===== src/rtl/md_pkg.sv =====
// Shared multiply/divide definitions: op-class encoding, issue FSM states, op helpers.
// Latency: n/a (types and pure functions only).
// Backpressure: n/a.
package md_pkg;

    // MDU op class. The decoder and the MDU wrapper use the same encoding.
    typedef enum logic [3:0] {
        MD_NONE  = 4'd0,
        MD_MULT  = 4'd1,
        MD_MULTU = 4'd2,
        MD_DIV   = 4'd3,
        MD_DIVU  = 4'd4,
        MD_MADD  = 4'd5,
        MD_MFHI  = 4'd6,
        MD_MFLO  = 4'd7,
        MD_MTHI  = 4'd8,
        MD_MTLO  = 4'd9
    } md_op_e;

    typedef enum logic {
        ST_IDLE = 1'b0,
        ST_RUN  = 1'b1
    } md_state_e;

    // Ops that occupy the MDU for several cycles. Codes outside the
    // encoding fall to default and behave like NONE.
    function automatic logic is_long_op(input logic [3:0] op);
        case (op)
            MD_MULT, MD_MULTU, MD_DIV, MD_DIVU, MD_MADD: return 1'b1;
            default:                                     return 1'b0;
        endcase
    endfunction

    // Selects the divide latency rather than the multiply latency.
    function automatic logic is_div_op(input logic [3:0] op);
        case (op)
            MD_DIV, MD_DIVU: return 1'b1;
            default:         return 1'b0;
        endcase
    endfunction

endpackage


===== src/rtl/mdu_issue_ctrl_sat_counter.sv =====
// Saturating up-counter with enable, used for performance counting.
// Latency: count visible the cycle after the enabled edge.
// Backpressure: none; holds at all-ones once saturated.
//
// Ports: clk, reset (sync, active-high), en_i (count this cycle),
//        cnt_o (current count, W bits).
module sat_counter #(
    parameter int W = 32
) (
    input  logic         clk,
    input  logic         reset,
    input  logic         en_i,
    output logic [W-1:0] cnt_o
);

    logic [W-1:0] cnt_q;
    logic [W-1:0] cnt_d;

    always_comb begin
        cnt_d = cnt_q;
        if (en_i && (cnt_q != {W{1'b1}})) begin
            cnt_d = cnt_q + 1'b1;
        end
    end

    always_ff @(posedge clk) begin
        if (reset) begin
            cnt_q <= '0;
        end else begin
            cnt_q <= cnt_d;
        end
    end

    assign cnt_o = cnt_q;

endmodule


===== src/rtl/mdu_issue_ctrl.sv =====
// E-stage issue and D-stage interlock control for the multiply/divide unit.
// Latency: mdu_start/md_busy/stall_d are combinational in the issue cycle; busy then lasts LAT cycles.
// Backpressure: stall_d holds any MDU-using instruction in D while the MDU is starting or busy.
//
// Ports: clk, reset (sync, active-high); e_valid/e_md_op/e_flush describe the
//        E-stage instruction; d_md_use flags an MDU user in D; mdu_busy is the
//        MDU's own busy. Outputs: mdu_start, md_busy, stall_d, sticky err_sync
//        and err_proto, saturating counters stall_cycles and md_ops.
module mdu_issue_ctrl
    import md_pkg::*;
#(
    parameter int MUL_LAT = 5,
    parameter int DIV_LAT = 10,
    parameter int CNT_W   = 32
) (
    input  logic             clk,
    input  logic             reset,
    input  logic             e_valid,
    input  logic [3:0]       e_md_op,
    input  logic             e_flush,
    input  logic             d_md_use,
    input  logic             mdu_busy,
    output logic             mdu_start,
    output logic             md_busy,
    output logic             stall_d,
    output logic             err_sync,
    output logic             err_proto,
    output logic [CNT_W-1:0] stall_cycles,
    output logic [CNT_W-1:0] md_ops
);

    localparam logic [3:0] MUL_CNT = 4'(MUL_LAT);
    localparam logic [3:0] DIV_CNT = 4'(DIV_LAT);

    md_state_e  state_q;
    logic [3:0] cnt_q;
    logic       err_sync_q;
    logic       err_proto_q;

    logic long_op;
    logic run;
    logic fire;

    assign long_op = e_valid & is_long_op(e_md_op);
    assign run     = (state_q == ST_RUN);
    // Start is combinational so the MDU samples it on the same edge that
    // moves us into RUN; the two busy windows then line up exactly.
    assign fire    = ~run & long_op & ~e_flush;

    assign mdu_start = fire;
    assign md_busy   = fire | run;
    assign stall_d   = d_md_use & md_busy;
    assign err_sync  = err_sync_q;
    assign err_proto = err_proto_q;

    always_ff @(posedge clk) begin
        if (reset) begin
            state_q     <= ST_IDLE;
            cnt_q       <= 4'd0;
            err_sync_q  <= 1'b0;
            err_proto_q <= 1'b0;
        end else begin
            if (mdu_busy != run) begin
                err_sync_q <= 1'b1;
            end
            if (state_q == ST_IDLE) begin
                if (fire) begin
                    cnt_q   <= is_div_op(e_md_op) ? DIV_CNT : MUL_CNT;
                    state_q <= ST_RUN;
                end
            end else begin
                // The MDU cannot abort, so flush is ignored here. A long op
                // reaching E now means the D-stage interlock was bypassed.
                if (long_op) begin
                    err_proto_q <= 1'b1;
                end
                if (cnt_q == 4'd1) begin
                    state_q <= ST_IDLE;
                    cnt_q   <= 4'd0;
                end else begin
                    cnt_q <= cnt_q - 4'd1;
                end
            end
        end
    end

    sat_counter #(.W(CNT_W)) u_stall_cnt (
        .clk   (clk),
        .reset (reset),
        .en_i  (stall_d),
        .cnt_o (stall_cycles)
    );

    sat_counter #(.W(CNT_W)) u_ops_cnt (
        .clk   (clk),
        .reset (reset),
        .en_i  (fire),
        .cnt_o (md_ops)
    );

endmodule


===== config.mk =====
export PLATFORM = sky130hd
export DESIGN_NAME = mdu_issue_ctrl
export DESIGN_NICKNAME = d
export VERILOG_FILES = /design/src/rtl/md_pkg.sv /design/src/rtl/mdu_issue_ctrl_sat_counter.sv /design/src/rtl/mdu_issue_ctrl.sv
export SDC_FILE = /design/constraint.sdc
export NUM_CORES = 1
export LEC_CHECK = 0
export ABC_CLOCK_PERIOD_IN_PS = 1940
export BUFFER_PORTS_ARGS = -buffer_cell sky130_fd_sc_hd__buf_2
export CAP_MARGIN = 40
export CORE_ASPECT_RATIO = 0.75
export CORE_MARGIN = 10
export CORE_UTILIZATION = 50
export CTS_BUF_LIST = sky130_fd_sc_hd__clkbuf_2 sky130_fd_sc_hd__clkbuf_4 sky130_fd_sc_hd__clkbuf_8
export DETAILED_ROUTE_END_ITERATION = 10
export PLACE_DENSITY_LB_ADDON = 0.3
export SYNTH_ARGS = -nofsm -noshare
export SYNTH_HDL_FRONTEND = slang
export SYNTH_SLANG_ARGS = --single-unit

===== constraint.sdc =====
create_clock -name clk -period 1.94 [get_ports clk]
set_clock_uncertainty 0.1 [all_clocks]
set_input_delay 0.097 -clock clk [delete_from_list [all_inputs] [get_ports clk]]
set_output_delay 0.097 -clock clk [all_outputs]
set_load 0.02 [all_outputs]

==> results of run 1 <==
==> power groups by stage <==
stage	sequential (mW)	clock (mW)	combinational [mW]
finish	1.47	1.33	0.197
detailed placement	1.50	0	0.174
global placement	1.50	0	0.169
floorplan	1.51	0	0.0952
global route	1.47	1.40	0.211
CTS	1.47	1.34	0.178
==> metrics by stage <==
step           power [mW]   util  area, sq um  setup WS [ns]  setup TNS, ns
3_5_place_dp         1.68  0.700         4780         -0.204          -2.23
2_1_floorplan        1.60      -         3700        -0.0633         -0.157
6_report             3.00  0.798         5450         -0.165         -0.627
4_1_cts              2.98  0.740         5050        -0.0362        -0.0362
3_3_place_gp         1.67  0.700         4780         -0.145         -0.643
5_1_grt              3.08  0.798         5450         -0.240          -2.81
==> worst max-delay path by stage <==
stage | start | depth (start not counted) | slack (ns) | endpoint
detailed placement | e_md_op[3] | 8 | -0.20 | u_stall_cnt.cnt_o[24]$_SDFFE_PP0P_
finish | run$_SDFF_PP0_ | 8 | -0.17 | u_ops_cnt.cnt_o[31]$_SDFFE_PP0P_
floorplan | u_stall_cnt.cnt_o[14]$_SDFFE_PP0P_ | 6 | -0.06 | u_stall_cnt.cnt_o[13]$_SDFFE_PP0P_
global route | run$_SDFF_PP0_ | 8 | -0.24 | u_ops_cnt.cnt_o[31]$_SDFFE_PP0P_
CTS | u_stall_cnt.cnt_o[5]$_SDFFE_PP0P_ | 6 | -0.04 | u_stall_cnt.cnt_o[28]$_SDFFE_PP0P_
global placement | e_md_op[3] | 7 | -0.14 | u_stall_cnt.cnt_o[26]$_SDFFE_PP0P_
==> worst reg2reg max path, stage by stage, from the launching register on <==
cell and delay [ns]:
dfxtp_4 0.37, nor2_4 0.09, nand4_1 0.27, inv_2 0.22, nand4_1 0.20, buf_6 0.21
nor4b_4 0.28, xnor2_1 0.18, nor2_1 0.07
==> registers in the layout, indices dropped and copies added, names as in the netlist <==
signal	flops
err_proto	1
err_sync	1
run	1
cnt_q	4
u_ops_cnt.cnt_o	32
u_stall_cnt.cnt_o	32
==> per-layer routing <==
metal	routed length [microns]	part of all wire
met5	0	0
met4	345	0.028
met3	909	0.074
met2	6010	0.49
met1	4960	0.41
==> layout by cell type, fill, tap and decap left out, drive strengths merged, types with 3 or more instances in the layout <==
cell type / instances
nor3: 25
nor4b: 4
and3: 6
nor4: 8
nor2b: 3
buf: 184
o21ai: 7
nand2: 30
and4: 5
dfxtp: 71
inv: 14
xor2: 22
nor2: 78
ha: 4
or2: 3
nand4: 27
a21oi: 13
or3: 9
nand3: 21
clkinv: 4
clkbuf: 10
xnor2: 34
==> timing repair <==
action | in CTS | in global routing
resized for setup | 4 | 59
buffers inserted | 2 | 16
endpoints found under the setup margin | 21 | 59
hold endpoints to repair | 1 | 0
cloned | 0 | 3
pin swaps | 6 | 31
hold buffers | 1 | 0
==> layout make-up <==
cell class | count | area share
Clock buffer | 10 | 0.0252
Clock inverter | 6 | 0.0154
Inverter | 14 | 0.00964
Multi-Input combinational cell | 324 | 0.428
Sequential cell | 71 | 0.274
Tap cell | 84 | 0.0193
Timing Repair Buffer | 185 | 0.229
==> cell families after synthesis <==
family,Yosys count,share of synthesized area
adder cells (fa/ha/maj),4,0.0142
XOR/XNOR,56,0.139
AND/OR/NAND/NOR,228,0.331
multiplexers,2,0.00604
AO/OA/AOI/OAI,34,0.0771
flip-flops,71,0.403
buffers and inverters,27,0.0295
==> flow_summary.yaml, run 1 <==
power_and_ir_drop:
  peakVddDrop_uv: 541
  power_frac_seq: 0.490
  sw_frac_of_total: 0.235
  p_int_mw: 2.29
  p_sw_uw: 705
  p_clk_frac: 0.444
  leakagePower_nw: 2.25
  p_comb_frac: 0.066
  power_density_nw_per_um2: 550
drt:
  drtIter0Drc: 283
  antenna_left: 0
  wire_per_inst_microns: 17.6
  routed_wl_microns: 12200
  route.detailed.drc: 0
  drtPass1Iterations: 5
  vias: 3971
  via_per_inst: 5.72
floorplanning:
  fp.dieH_microns: 92.7
  pin_count: 79
  coreArea_sq_um: 6830
  row_count: 26
  dieArea_sq_um: 10800
  start_util: 0.516
  die_w_microns: 117
yosys:
  synth_top_flop_cell: "dfxtp_1"
  yosysMostFrequentCell: "nor2_1"
  async_flop_share: 0
  yosysTopAreaCell: "dfxtp_1"
  netlist_top_cells_area: "dfxtp_1 (40%), xnor2_1 (8.5%), nor2_1 (8.3%)"
  synthesis.nets: 436
  ys_types: 45
  synth_area_sq_um: 3520
  yosysWarnings: 0
  syn_inst: 422
  synthTopCellsByCount: "nor2_1 (78), dfxtp_1 (71), xnor2_1 (34)"
  synth-edff-count: 0
  netlist.area_leader.share: 0.403
  ys_seq_elements: 71
  avgSynthCellArea_sq_um: 8.35
  synth-seq-area-share: 0.403
critical_path:
  critPathTopFamily: "simple AND/OR/NAND/NOR gates"
  cp_slowest_cell: "dfxtp_4"
  end_kind: "flop"
  cp_data_arrival_time_ns: 2.24
  cp_common_cell: "nand4_1"
  worstPathMaxFanout: 5
  worstReg2RegStart: "run$_SDFF_PP0_"
  slowest_delay_ns: 0.37
  r2r_slack_ns: -0.17
  critPathKind: "flop to flop"
  crit_required_ns: 2.07
  timing.rr.end: "u_ops_cnt.cnt_o[31]$_SDFFE_PP0P_"
  crit_chain: "nor2_4 -> nand4_1 -> inv_2 -> nand4_1 -> buf_6 -> nor4b_4 -> xnor2_1 -> nor2_1"
  cp_num_buf_inv: 2
  startpoint_type: "flop"
  rr_worst_depth: 8
global_route:
  track_usage: 0.193
  use_met3: 0.0503
  grt_max_degree: 46
  grt_pass1_vias: 3647
  busiest_layer: "met2"
  antenna_found_initial: 0
  grtUsageMet1: 0.240
  grt_pass1_wl_microns: 17300
  grt-ovfl-total: 0
  gr-usage-met2: 0.327
layout:
  fillCellCount: 422
  layout-drive-gt1-share: 0.489
  final-seq-area_sq_um: 1490
  area_growth_pct: 54.7
  nets: 619
  num_antenna_cells: 0
  multi_input_area_sq_um: 2330
  final_cells: 694
timing:
  period_minus_slack_ns: 2.11
  rsz0062_at_grt: "yes"
  relSlewSlack: 0.703
  whs_ns: 0.0395
  final-hold-violation-count: 0
  slew_violations: 0
  setup_viol: 13
  finalCritPeriodShare: 1.09
  fmax_mhz: 475
  tightest_slew_ns: 0.442
  fin_ws_ns: -0.165
clock_tree:
  htreeDepth: 3
  clk_path_buf_depth: 2
  cts.clk_slew.worst_paths_ns: 0.08
  cts_root_buffer: "clkbuf_8"
  clock_sinks: 71
  cts_tree: "built"
  insertion_delay_ns: 0.35
  numCtsBuffers: 9
placed_design:
  placedCellCount: 656
  io_buffers: 78
  place.gp.congestion: 0.857
  dpl.hpwl_microns: 7950
run:
  maxCapViolCount: 0
min_path:
  whs_path_depth: 2
  worstHoldEndpoint: "u_ops_cnt.cnt_o[3]$_SDFFE_PP0P_"
  hp-class: "input port to flop"
  min_from: "reset"
run_status:
  status: "complete, but fails checks"
  failed_checks: "setup timing"
Power figures use the tool's default switching activity.
==> run 2: changes to the inputs <==
CORE_ASPECT_RATIO = 0.7   (was 0.75)
==> flow_summary.yaml, run 2 (synthesis gave the netlist of run 1 again) <==
run_status:
  status: "complete, but fails checks"
  failed_checks: "setup timing"
floorplanning:
  start_util: 0.519
  die_w_microns: 120
  pin_count: 79
  coreArea_sq_um: 6790
  row_count: 25
  fp.dieH_microns: 90.2
  dieArea_sq_um: 10900
layout:
  layout_commonest_cell: "buf_4"
  nets: 614
  num_antenna_cells: 0
  area_growth_pct: 56.3
  final-seq-area_sq_um: 1490
  final_util: 0.811
  fin_area_sq_um: 5510
  final_cell_mix: "buf_4 (93), buf_2 (78), nor2_1 (75)"
  multi_input_area_sq_um: 2410
  layout-drive-gt1-share: 0.486
  fillCellCount: 402
clock_tree:
  cts_tree: "built"
  cts_root_buffer: "clkbuf_8"
  insertion_delay_ns: 0.35
  numCtsBuffers: 9
  htreeDepth: 3
  clock_sinks: 71
  clk_path_buf_depth: 2
  cts.clk_slew.worst_paths_ns: 0.08
timing:
  fin_setup_tns_ns: -2.10
  slew_violations: 0
  relSlewSlack: 0.676
  setup_viol: 32
  period_minus_slack_ns: 2.10
  tightest_slew_ns: 0.479
  finalCritPeriodShare: 1.08
  whs_ns: 0.0775
  fin_ws_ns: -0.164
  final-hold-violation-count: 0
  fmax_mhz: 475
  rsz0062_at_grt: "yes"
drt:
  routed_wl_microns: 13300
  drtPass1Iterations: 5
  via_per_inst: 5.86
  vias: 4098
  wire_per_inst_microns: 19.0
  drtIter0Drc: 428
  antenna_left: 0
  route.detailed.drc: 0
critical_path:
  worstPathMaxFanout: 6
  cp_slowest_cell: "or3_4"
  crit_required_ns: 2.07
  cp_num_buf_inv: 3
  slowest_delay_ns: 0.46
  startpoint_type: "flop"
  cp_data_arrival_time_ns: 2.23
  critPathKind: "flop to flop"
  critPathTopFamily: "simple AND/OR/NAND/NOR gates"
  crit_chain: "buf_4 -> nand2_1 -> or3_4 -> nor3b_4 -> buf_4 -> buf_6 -> nor3_1 -> xnor2_1 -> nor2_1"
  end_kind: "flop"
  cp_common_cell: "buf_4"
global_route:
  grt_pass1_vias: 3746
  grt_max_degree: 27
  antenna_found_initial: 0
  grt_pass1_wl_microns: 18000
  grt-ovfl-total: 0
  track_usage: 0.198
placed_design:
  place.gp.congestion: 0.851
  dpl.hpwl_microns: 7810
  pre_cts_ws_ns: -0.192
  io_buffers: 78
  place_area_sq_um: 4750
min_path:
  hp-class: "input port to flop"
run:
  maxCapViolCount: 0
power_and_ir_drop:
  power_density_nw_per_um2: 568
  peakVddDrop_uv: 479
  leakagePower_nw: 2.31
## run 2: cell count changes in the layout (fill, tap and decap cells not counted), sizes merged
cell    before  now
bufinv       2    3
buf        184  179
clkbuf      10    9
## run 2: power breakdown
| part | leakage, nW | total [mW] | switching [mW] | internal (mW) |
|---|---|---|---|---|
| registers | 0.595 | 1.47 | 0.0140 | 1.46 |
| clock network | 0.123 | 1.46 | 0.605 | 0.858 |
| logic | 1.59 | 0.194 | 0.117 | 0.0768 |
## run 2: final timing paths
| check | slack [ns] | depth (start not counted) | to | startpoint |
|---|---|---|---|---|
| min reg2reg | 0.38 | 2 | err_sync$_SDFFE_PP0P_ | err_sync$_SDFFE_PP0P_ |
| max reg2reg | -0.16 | 9 | u_stall_cnt.cnt_o[11]$_SDFFE_PP0P_ | u_stall_cnt.cnt_o[12]$_SDFFE_PP0P_ |
| min | 0.08 | 3 | u_stall_cnt.cnt_o[13]$_SDFFE_PP0P_ | reset |
| max | -0.16 | 9 | u_stall_cnt.cnt_o[11]$_SDFFE_PP0P_ | u_stall_cnt.cnt_o[12]$_SDFFE_PP0P_ |
## run 2: layout make-up
type	count	share of cell area
timing repair buffer	180	0.216
inverter	14	0.00954
clock buffer	9	0.0225
tap	94	0.0214
sequential	71	0.271
clock inverter	7	0.0220
multi-input combinational	324	0.437
## run 2: metrics by stage
stage,instances,power [mW]
after floorplan,422,1.60
after global placement,661,1.66
after detailed placement,661,1.67
after CTS,684,3.11
after global routing,699,3.22
final,699,3.13
## run 2: worst min-delay path, delay by kind of cell
family	cells	cell delay, ns
multiplexers	1	0.14
buffers and inverters	1	0.13
AND/OR/NAND/NOR	1	0.13
## run 2: per-layer routing
layer,up-vias,global-route usage,wire length [microns]
met4,0,0.0762,732
met1,1951,0.246,5230
met2,233,0.318,6240
li1,1851,-,-
met3,63,0.0543,1080
met5,-,0,0
## run 2: repair_timing
action,in CTS,in global routing
resized for setup,14,62
endpoints found under the hold margin,1,0
endpoints found under the setup margin,35,61
buffers inserted,5,16
cloned,1,1
hold buffers,1,0
pin swaps,12,52
